[config.mk]
export PLATFORM = sky130hd
export DESIGN_NAME = sync_level_edge_filt
export DESIGN_NICKNAME = d
export VERILOG_FILES = /design/src/rtl/sync_pkg.sv /design/src/rtl/sync_filt_chan.sv /design/src/rtl/sync_level_edge_filt.sv
export SDC_FILE = /design/constraint.sdc
export NUM_CORES = 1
export LEC_CHECK = 0
export BUFFER_PORTS_ARGS = -buffer_cell sky130_fd_sc_hd__buf_2
export CAP_MARGIN = 30
export CORE_AREA = 2 2 39 41
export DETAILED_ROUTE_END_ITERATION = 16
export DIE_AREA = 0 0 41 43
export HOLD_SLACK_MARGIN = 0.08
export PLACE_DENSITY = 0.3
export SYNTH_ARGS = -nofsm -noshare
export SYNTH_HDL_FRONTEND = slang
export SYNTH_SLANG_ARGS = --single-unit
export TNS_END_PERCENT = 10
[constraint.sdc]
create_clock -name clk -period 3.1 [get_ports clk]
set_clock_uncertainty 0.1 [all_clocks]
set_input_delay 0.775 -clock clk [delete_from_list [all_inputs] [get_ports clk]]
set_output_delay 0.775 -clock clk [all_outputs]
set_load 0.05 [all_outputs]
[src/rtl/sync_pkg.sv]
// Shared constants and helpers for the level synchronizer family.
package sync_pkg;

    localparam int SYNC_MIN_FLOP_NUM = 2;

    // Ceiling log2, usable in constant expressions for counter widths.
    function automatic int clog2(input int value);
        int result;
        int rem;
        result = 0;
        rem    = value - 1;
        while (rem > 0) begin
            result = result + 1;
            rem    = rem >> 1;
        end
        return result;
    endfunction

    function automatic bit params_ok(input int flop_num, input int filt_cycles);
        return (flop_num >= SYNC_MIN_FLOP_NUM) && (filt_cycles >= 1);
    endfunction

endpackage

[src/rtl/sync_filt_chan.sv]
// Single-bit stability filter: dout follows din only after FILT_CYCLES
// consecutive mismatching samples; shorter excursions are discarded.
module sync_filt_chan
    import sync_pkg::*;
#(
    parameter int   FILT_CYCLES = 4,
    parameter logic RST_BIT     = 1'b0
) (
    input  logic clk,
    input  logic rst,
    input  logic din,
    output logic dout
);

    localparam int              CNT_W    = clog2(FILT_CYCLES) + 1;
    localparam logic [CNT_W-1:0] CNT_LAST = CNT_W'(FILT_CYCLES - 1);

    logic             state;
    logic [CNT_W-1:0] cnt;

    // NOTE: sequential state uses non-blocking assignments so every flop
    // samples pre-edge values regardless of statement order.
    always_ff @(posedge clk or posedge rst) begin
        if (rst) begin
            state <= RST_BIT;
            cnt   <= '0;
        end else if (din == state) begin
            cnt   <= '0;
        end else if (cnt == CNT_LAST) begin
            state <= din;
            cnt   <= '0;
        end else begin
            cnt   <= cnt + 1'b1;
        end
    end

    assign dout = state;

endmodule

[src/rtl/sync_level_edge_filt.sv]
// Multi-bit level synchronizer with per-bit reset value, registered rise/fall
// pulses and an optional glitch filter (macro SYNC_LEVEL_EDGE_FILT_FILTER_EN).
module sync_level_edge_filt
    import sync_pkg::*;
#(
    parameter int                      SIGNAL_WIDTH = 1,
    parameter int                      FLOP_NUM     = 3,
    parameter logic [SIGNAL_WIDTH-1:0] RST_VAL      = {SIGNAL_WIDTH{1'b0}},
    parameter int                      FILT_CYCLES  = 4
) (
    input  logic                    clk,
    input  logic                    rst,
    input  logic [SIGNAL_WIDTH-1:0] sync_in,
    output logic [SIGNAL_WIDTH-1:0] sync_out,
    output logic [SIGNAL_WIDTH-1:0] rise_pulse,
    output logic [SIGNAL_WIDTH-1:0] fall_pulse,
    output logic                    chg_any
);

    if (!params_ok(FLOP_NUM, FILT_CYCLES) || SIGNAL_WIDTH < 1) begin : g_param_err
        $error("sync_level_edge_filt: illegal SIGNAL_WIDTH/FLOP_NUM/FILT_CYCLES");
    end

    logic [SIGNAL_WIDTH-1:0] ff [FLOP_NUM];
    logic [SIGNAL_WIDTH-1:0] ff_last;
    logic [SIGNAL_WIDTH-1:0] hist;

    // NOTE: the chain is reset to RST_VAL (not left unreset like a memory) so
    // that sync_out and hist agree at release and no spurious pulse fires.
    always_ff @(posedge clk or posedge rst) begin
        if (rst) begin
            for (int i = 0; i < FLOP_NUM; i++) begin
                ff[i] <= RST_VAL;
            end
        end else begin
            ff[0] <= sync_in;
            for (int i = 1; i < FLOP_NUM; i++) begin
                ff[i] <= ff[i-1];
            end
        end
    end

    assign ff_last = ff[FLOP_NUM-1];

`ifdef SYNC_LEVEL_EDGE_FILT_FILTER_EN
    for (genvar b = 0; b < SIGNAL_WIDTH; b++) begin : g_filt
        sync_filt_chan #(
            .FILT_CYCLES (FILT_CYCLES),
            .RST_BIT     (RST_VAL[b])
        ) u_filt (
            .clk  (clk),
            .rst  (rst),
            .din  (ff_last[b]),
            .dout (sync_out[b])
        );
    end
`else
    assign sync_out = ff_last;
`endif

    always_ff @(posedge clk or posedge rst) begin
        if (rst) begin
            hist <= RST_VAL;
        end else begin
            hist <= sync_out;
        end
    end

    // Pulses line up with the first cycle sync_out shows its new value.
    assign rise_pulse = sync_out & ~hist;
    assign fall_pulse = ~sync_out & hist;
    assign chg_any    = |(rise_pulse | fall_pulse);

endmodule

== After elaboration in Yosys (flattened, before gate mapping) ==
Cells that the tools add are included.
Word-level totals
  word-level logic and storage cells: 9
  bits in registers: 4
  output and inout port bits: 4
  input bits: 3
Operators by class
  bitwise logic cells: 5
Operators with widths (count)
  bitwise AND 1 bit: 2
  NOT 1 bit: 2
  OR 1 bit: 1

== Depth between registers and ports, before layout ==
Gate-level depths: netlist of the first run.
  word-level depth: 3
  gate-level depth with buffers: 3
  depth with buffers taken out: 3

== Worst setup path before layout of the first run ==
No wires, ideal clock.
  kind: flip-flop to output port
  from: register ff (netlist bit sync_out)
  to: output chg_any
  path slack: 897 ps
  data arrival time: 1328 ps
  path buffers: 0
  data required time: 2225 ps
  stages on the path, launching flop included: 4
  cell sequence: dfrtp_1 > inv_1 > ha_1 > inv_1
Between the ends
  cells in the longest elaborated chain, start to end: 3
  elaborated cells on any way between the ends: 4
  classes of those cells: 4 x bitwise
Ends and longest elaborated chain
  from (decl): RTL line sync_level_edge_filt.sv:24  | logic [SIGNAL_WIDTH-1:0] ff [FLOP_NUM];
  from (signal, indexed assignment): RTL line sync_level_edge_filt.sv:38  | ff[i] <= ff[i-1];
  NOT 1 bit: RTL line sync_level_edge_filt.sv:71  | assign fall_pulse = ~sync_out & hist;
  bitwise AND 1 bit: RTL line sync_level_edge_filt.sv:71
  OR 1 bit *: RTL line sync_level_edge_filt.sv:72  | assign chg_any = |(rise_pulse | fall_pulse);
  to (decl): RTL line sync_level_edge_filt.sv:17  | output logic chg_any
Mark *: on every way between the ends. The rest lies on a longest branch, timed or not.

== Worst setup path in the final report of the first run ==
Ends and elaborated chain as after synthesis.

==> impl_results.rst, run 1 <==
.. list-table::
   :header-rows: 1

   * - Metric
     - Value
   * - Setup TNS after final layout
     - 0 ns
   * - Routed vias
     - 94
   * - Final Setup Violations
     - 0
   * - Status
     - complete, no violations
   * - Switching portion of total power
     - 0.260
   * - Type of the most critical hold path
     - reg -> reg
   * - Clock power share
     - 0.449
   * - Endpoint kind of the worst setup timing path
     - primary output
   * - RSZ-0062 raised after global routing
     - no
   * - Die Footprint
     - 1760 um2
   * - Detailed Routing Iterations Pass 1
     - 4
   * - Series of cell instances along the critical path
     - inv_1, ha_1, inv_1, buf_2
   * - Mapped Nets
     - 15
   * - Cell family with the largest share of critical-path delay
     - flip-flops
   * - Peak supply drop
     - 0.171 mV
   * - Static power due to leakage
     - 0.123 nW
   * - Post-Synth XOR/XNOR Area
     - 0
   * - Tmin final
     - 2.12 ns
   * - TritonCTS Buffers
     - 3
   * - Category of the most critical setup path
     - reg -> out
   * - Buffer type at the clock tree root
     - clkbuf_4
   * - Slew at the pin closest to its max-slew limit
     - around 0.25 ns
   * - Post-route DRC
     - 0
   * - Via count normalized by instance count
     - 2.69
   * - Share of the clock period used by the worst path
     - 0.684
   * - Share of final-layout standard cells stronger than drive strength 1
     - 0.474
   * - Via count of the first global-routing pass
     - between 80 and 90
   * - Number of I/O port buffers
     - 6
   * - Dominant combinational cell family by area after synthesis
     - adder cells
   * - Area growth syn-to-layout
     - 51.8%
   * - Worst hold slack
     - 0.242 ns
   * - Mean instance size in the synthesized netlist
     - 14.0 um2
   * - Worst-skew pair later-pin latency
     - 0.23 ns
   * - Antenna Violating Nets Remaining
     - 0
   * - Reported max-cap violation count
     - 0
   * - Simple-gate portion of the synthesized area
     - 0
   * - Number of buffer and inverter stages on the critical path
     - 3
   * - Slew Viols, Final
     - 0
   * - Power per cell area
     - roughly 650 nW/um2
   * - Count of endpoints failing hold in the final timing report
     - 0
   * - Crit path DAT
     - 1.25 ns
   * - Cell type of the slowest stage on the worst timing path
     - dfrtp_1
   * - Critical path's most frequent cell
     - inv_1
   * - Top-Level Pins
     - 7
   * - Compound-gate portion of the synthesized area
     - 0
   * - Synthesized instance count
     - 10
   * - Mux share of post-synthesis cell area
     - 0
   * - Achievable clock frequency
     - 471 MHz
   * - Reg power frac
     - 0.408
   * - Share of total power in combinational logic
     - 0.143
   * - Fraction of the mapped netlist area in adder cells
     - 0.179
   * - Die Width
     - 41 um
   * - Initial DRC Count
     - 2
   * - Number of antenna repair diodes
     - 0
   * - Clock transition at path regs
     - 0.04 ns
   * - Internal power summed over all cells
     - 102 uW
   * - Cts-stage hold buffer count
     - 0
   * - Critical Path Source Type
     - flip-flop
   * - Number of setup buffers added after CTS
     - 0
   * - Initial antenna violation count
     - 0
   * - Number of buffers between clock root and the deepest sink
     - 2
   * - Core area
     - 1380 um2
   * - Final net count
     - 26
   * - Post-cts sizing count
     - 0
   * - Global-route wire length before repair
     - ~290 um
   * - Total number of H-tree levels
     - 1
   * - Power dissipated by switching net loads
     - roughly 36 uW
   * - TritonCTS clock tree
     - built
   * - Pin count of the biggest net entering global routing
     - 5
   * - Aggregate global-route resource usage
     - 0.0322
   * - Die height
     - between 40 and 50 um
   * - Number of library cell types mapped by synthesis
     - 3
   * - Req. time, crit path
     - 2.22 ns
   * - Warnings, synthesis
     - 0
   * - Routed Wire Length
     - 195 um
   * - Biggest fanout along the worst timing path
     - 4
   * - Count of clock tree sinks
     - 4
   * - Slew HR
     - 0.833
   * - Initial Util
     - 0.101
   * - Placer's final routability congestion estimate
     - roughly 0.5
   * - Number of synthesized register bits
     - 4
   * - Mapped cell area
     - approximately 140 um2
   * - Final global-route overflow total
     - 0
   * - Post-layout util
     - 0.154
   * - Standard-cell row count
     - 14
   * - Placed wire-length estimate after detailed placement
     - 158 um
   * - Post-detailed-route wirelength per cell
     - between 5 and 6 um
   * - Share of synthesized area occupied by flip-flops and latches
     - 0.714
   * - Slowest Stage Delay on Critical Path
     - 0.38 ns
## cells by family after synthesis
family,count (synthesis)
flip-flops,4
buffers and inverters,4
adder cells (fa/ha/maj),2
## state kept, by name, summed over array words and instances, names as in the netlist
register	count
sync_out	1
ff	2
hist	1
## power by group through the flow
| stage | Combinational [mW] | Clock, mW | Sequential [mW] |
|---|---|---|---|
| 2_1_floorplan | 0.0137 | 0 | 0.0593 |
| 3_5_place_dp | 0.0202 | 0 | 0.0571 |
| 6_report | 0.0198 | 0.0621 | 0.0565 |
| 5_1_grt | 0.0221 | 0.0696 | 0.0568 |
| 4_1_cts | 0.0202 | 0.0650 | 0.0565 |
| 3_3_place_gp | 0.0198 | 0 | 0.0569 |
## synth_stat cells
library cell	count	area (um2)
dfrtp_1	4	100
inv_1	4	15.0
ha_1	2	25.0
## through the flow
stage | area [um2] | setup slack [ns] | cells | power [mW]
after CTS | 213 | 0.966 | 35 | 0.142
after detailed placement | 190 | 1.21 | 32 | 0.0773
final | 213 | 0.978 | 35 | 0.138
after floorplan | 140 | 0.897 | 10 | 0.0729
after global routing | 213 | 0.893 | 35 | 0.148
after global placement | 190 | 1.25 | 32 | 0.0767
## cells in the final DEF (no fill, tap or decap), drive strengths merged
master | Yosys | layout
ha | 2 | 2
buf | 0 | 6
dfrtp | 4 | 4
inv | 4 | 4
clkbuf | 0 | 3
## final timing paths
path	endpoint	slack (ns)	startpoint	cells past startpoint
max	chg_any	0.98	sync_out	4
min	ff[1]	0.24	ff[2]	0
max reg2reg	hist	2.47	sync_out	0
min reg2reg	ff[1]	0.24	ff[2]	0
max in group asynchronous	hist	2.44	rst	2
min in group asynchronous	ff[2]	0.31	rst	2
## cell type report
class / count / area (um2)
Tap cell: 16 / 20.0
Timing Repair Buffer: 6 / 30.0
Clock buffer: 3 / 22.5
Multi-Input combinational cell: 2 / 25.0
Sequential cell: 4 / 100
Fill cell: 153 / 1170
Inverter: 4 / 15.0
## routing by layer
metal	GRT usage	vias to the layer above	routed length [um]
met5	0	-	0
met4	0.0200	0	0
met3	0.0628	0	37
met2	0.0344	9	76
met1	0.0195	40	80
li1	-	45	-
Power figures use the tool's default switching activity.
==> run 2: changes to the inputs <==
==> constraint.sdc (replaced) <==
create_clock -name clk -period 1.97 [get_ports clk]
set_clock_uncertainty 0.1 [all_clocks]
set_input_delay 0.4925 -clock clk [delete_from_list [all_inputs] [get_ports clk]]
set_output_delay 0.4925 -clock clk [all_outputs]
set_load 0.05 [all_outputs]
==> impl_results.rst, run 2 (synthesized netlist as in run 1, its figures left out) <==
.. list-table::
   :header-rows: 1

   * - Metric
     - Value
   * - Type of the most critical hold path
     - reg -> reg
   * - Share of final-layout standard cells stronger than drive strength 1
     - 0.450 (-0.0237)
   * - Grt met3 use
     - 0.0628 (unchanged)
   * - Number of I/O port buffers
     - 6 (unchanged)
   * - Slew Viols, Final
     - 0 (unchanged)
   * - Hold path startpoint
     - ff[2]
   * - Placed wire-length estimate after detailed placement
     - 158 um (unchanged)
   * - Post-detailed-route wirelength per cell
     - 5.50 um (-1.3%)
   * - TritonCTS Buffers
     - 3 (unchanged)
   * - Final worst slack
     - 0.131 ns (-0.848 ns)
   * - Core area
     - 1380 um2 (unchanged)
   * - Global-route met2 utilization
     - 0.0406 (+0.00625)
   * - Overall power
     - 219 uW (+58%)
   * - Placer's final routability congestion estimate
     - 0.505 (unchanged)
   * - Routed Wire Length
     - 198 um (+1.5%)
   * - Req. time, crit path
     - 1.38 ns (-0.84 ns)
   * - Worst hold slack
     - 0.242 ns (unchanged)
   * - Worst setup startpoint
     - sync_out
   * - Post-cts sizing count
     - 0 (unchanged)
   * - Setup TNS after final layout
     - 0 ns (unchanged)
   * - Number of buffer and inverter stages on the critical path
     - 3 (unchanged)
   * - TritonCTS clock tree
     - built
   * - Cell family with the largest share of critical-path delay
     - flip-flops
   * - Placed Cells
     - 32 (unchanged)
   * - Number of buffers between clock root and the deepest sink
     - 2 (unchanged)
   * - Reported max-cap violation count
     - 0 (unchanged)
   * - Standard-cell row count
     - 14 (unchanged)
   * - Count of endpoints failing hold in the final timing report
     - 0 (unchanged)
   * - Most frequent cells in the layout
     - buf_2, inv_1, dfrtp_1
   * - Logic depth of the worst setup path including buffers
     - 4 (unchanged)
   * - Final global-route overflow total
     - 0 (unchanged)
   * - Pin count of the biggest net entering global routing
     - 5 (unchanged)
   * - Achievable clock frequency
     - 544 MHz
   * - Number of flip-flops in the largest register
     - 2 (unchanged)
   * - Count of clock tree sinks
     - 4 (unchanged)
   * - Worst Reg2Reg Path Length in Cells
     - 0 (unchanged)
   * - Tmin final
     - 1.84 ns
   * - Number of fill cells in the layout
     - 152 (-0.65%)
   * - Non-filler cells, final
     - 36 (+2.9%)
   * - RSZ-0062 raised after global routing
     - no
   * - Peak supply drop
     - 0.269 mV (+57%)
   * - Die height
     - 43 um (unchanged)
   * - Most Used Layer, Global Route
     - met3
   * - Clock transition at path regs
     - 0.04 ns (about the same)
   * - Worst-skew pair later-pin latency
     - 0.23 ns (about the same)
   * - Worst Hold Depth
     - 0 (unchanged)
   * - Via count of the first global-routing pass
     - 98 (+14%)
   * - Share of the clock period used by the worst path
     - 0.934
   * - Post-Layout Inst Area
     - 223 um2 (+4.7%)
   * - Leading cell type in the layout, fill and taps excluded
     - buf_2
   * - Initial Util
     - 0.101 (unchanged)
   * - Endpoint kind of the worst setup timing path
     - primary output
   * - Static power due to leakage
     - 0.127 nW (+3.4%)
   * - Initial DRC Count
     - 2 (unchanged)
   * - Via count normalized by instance count
     - 2.72 (+1.4%)
   * - Die Footprint
     - 1760 um2 (unchanged)
   * - Slew HR
     - 0.833 (unchanged)
   * - Critical Path Source Type
     - flip-flop
   * - Slew at the pin closest to its max-slew limit
     - 0.252 ns (unchanged)
   * - Crit path DAT
     - 1.25 ns (about the same)
   * - Slowest Stage Delay on Critical Path
     - 0.38 ns (about the same)
   * - Post-route DRC
     - 0 (unchanged)
   * - Detailed Routing Iterations Pass 1
     - 4 (unchanged)
   * - Routed vias
     - 98 (+4.3%)
   * - Series of cell instances along the critical path
     - inv_1, ha_1, inv_1, buf_2
   * - Pre-CTS setup slack
     - 0.367 ns (-0.847 ns)
   * - Top-Level Pins
     - 7 (unchanged)
   * - Final Setup Violations
     - 0 (unchanged)
   * - Global-route wire length before repair
     - 317 um (+9.7%)
   * - Category of the most critical setup path
     - reg -> out
   * - Post-layout util
     - 0.161 (+0.00723)
   * - Antenna Violating Nets Remaining
     - 0 (unchanged)
   * - Critical path's most frequent cell
     - inv_1
   * - Total number of H-tree levels
     - 1 (unchanged)
   * - Buffer type at the clock tree root
     - clkbuf_4
   * - Area growth syn-to-layout
     - 58.9%
   * - Register with the most flip-flops
     - ff
   * - Met1 Track Usage GR
     - 0.0195 (unchanged)
   * - Worst-case register-to-register setup slack
     - 1.34 ns (-1.13 ns)
   * - Biggest fanout along the worst timing path
     - 4 (unchanged)
   * - Placed standard-cell area
     - 190 um2 (unchanged)
   * - Final net count
     - 27 (+3.8%)
   * - Power per cell area
     - 985 nW/um2 (+51%)
   * - Initial antenna violation count
     - 0 (unchanged)
   * - Aggregate global-route resource usage
     - 0.0342 (+0.00201)
   * - Status
     - complete, no violations
   * - Die Width
     - 41 um (unchanged)
   * - R2R Path Start
     - sync_out
   * - Cell type of the slowest stage on the worst timing path
     - dfrtp_1
   * - Number of antenna repair diodes
     - 0 (unchanged)
run 2: cell count changes in the layout (fill, tap and decap cells not counted):
cell,delta
dlygate4sd3_1,+1
run 2: power breakdown:
part	total [mW]	switching, mW	internal (mW)
logic	0.0327	0.0249	0.00782
clock network	0.0977	0.0298	0.0679
registers	0.0888	0.00202	0.0868
total	0.219	0.0568	0.163
run 2: per-layer routing:
metal  share of wire  routed length, um
met4               0                  0
met2            0.38                 76
met3            0.19                 37
met5               0                  0
met1            0.42                 84
run 2: final timing paths:
| path | to |
|---|---|
| worst max-delay path | chg_any |
| worst min-delay path | ff[1] |
| worst max register to register | hist |
| worst min register to register | ff[1] |
| max in group asynchronous | hist |
| min in group asynchronous | ff[2] |
run 2: cell type report:
| cell class | count | area (um2) | area share |
|---|---|---|---|
| inverters | 4 | 15.0 | 0.0674 |
| repair buffers | 7 | 40.0 | 0.180 |
| clock buffers | 3 | 22.5 | 0.101 |
| flip-flops and latches | 4 | 100 | 0.449 |
| multi-input cells | 2 | 25.0 | 0.112 |
| well taps | 16 | 20.0 | 0.0899 |
run 2: what timing repair did:
action | CTS | global route
endpoints found under the hold margin | 4 | 0
hold buffers | 1 | 0
buffers inserted | 0 | 0
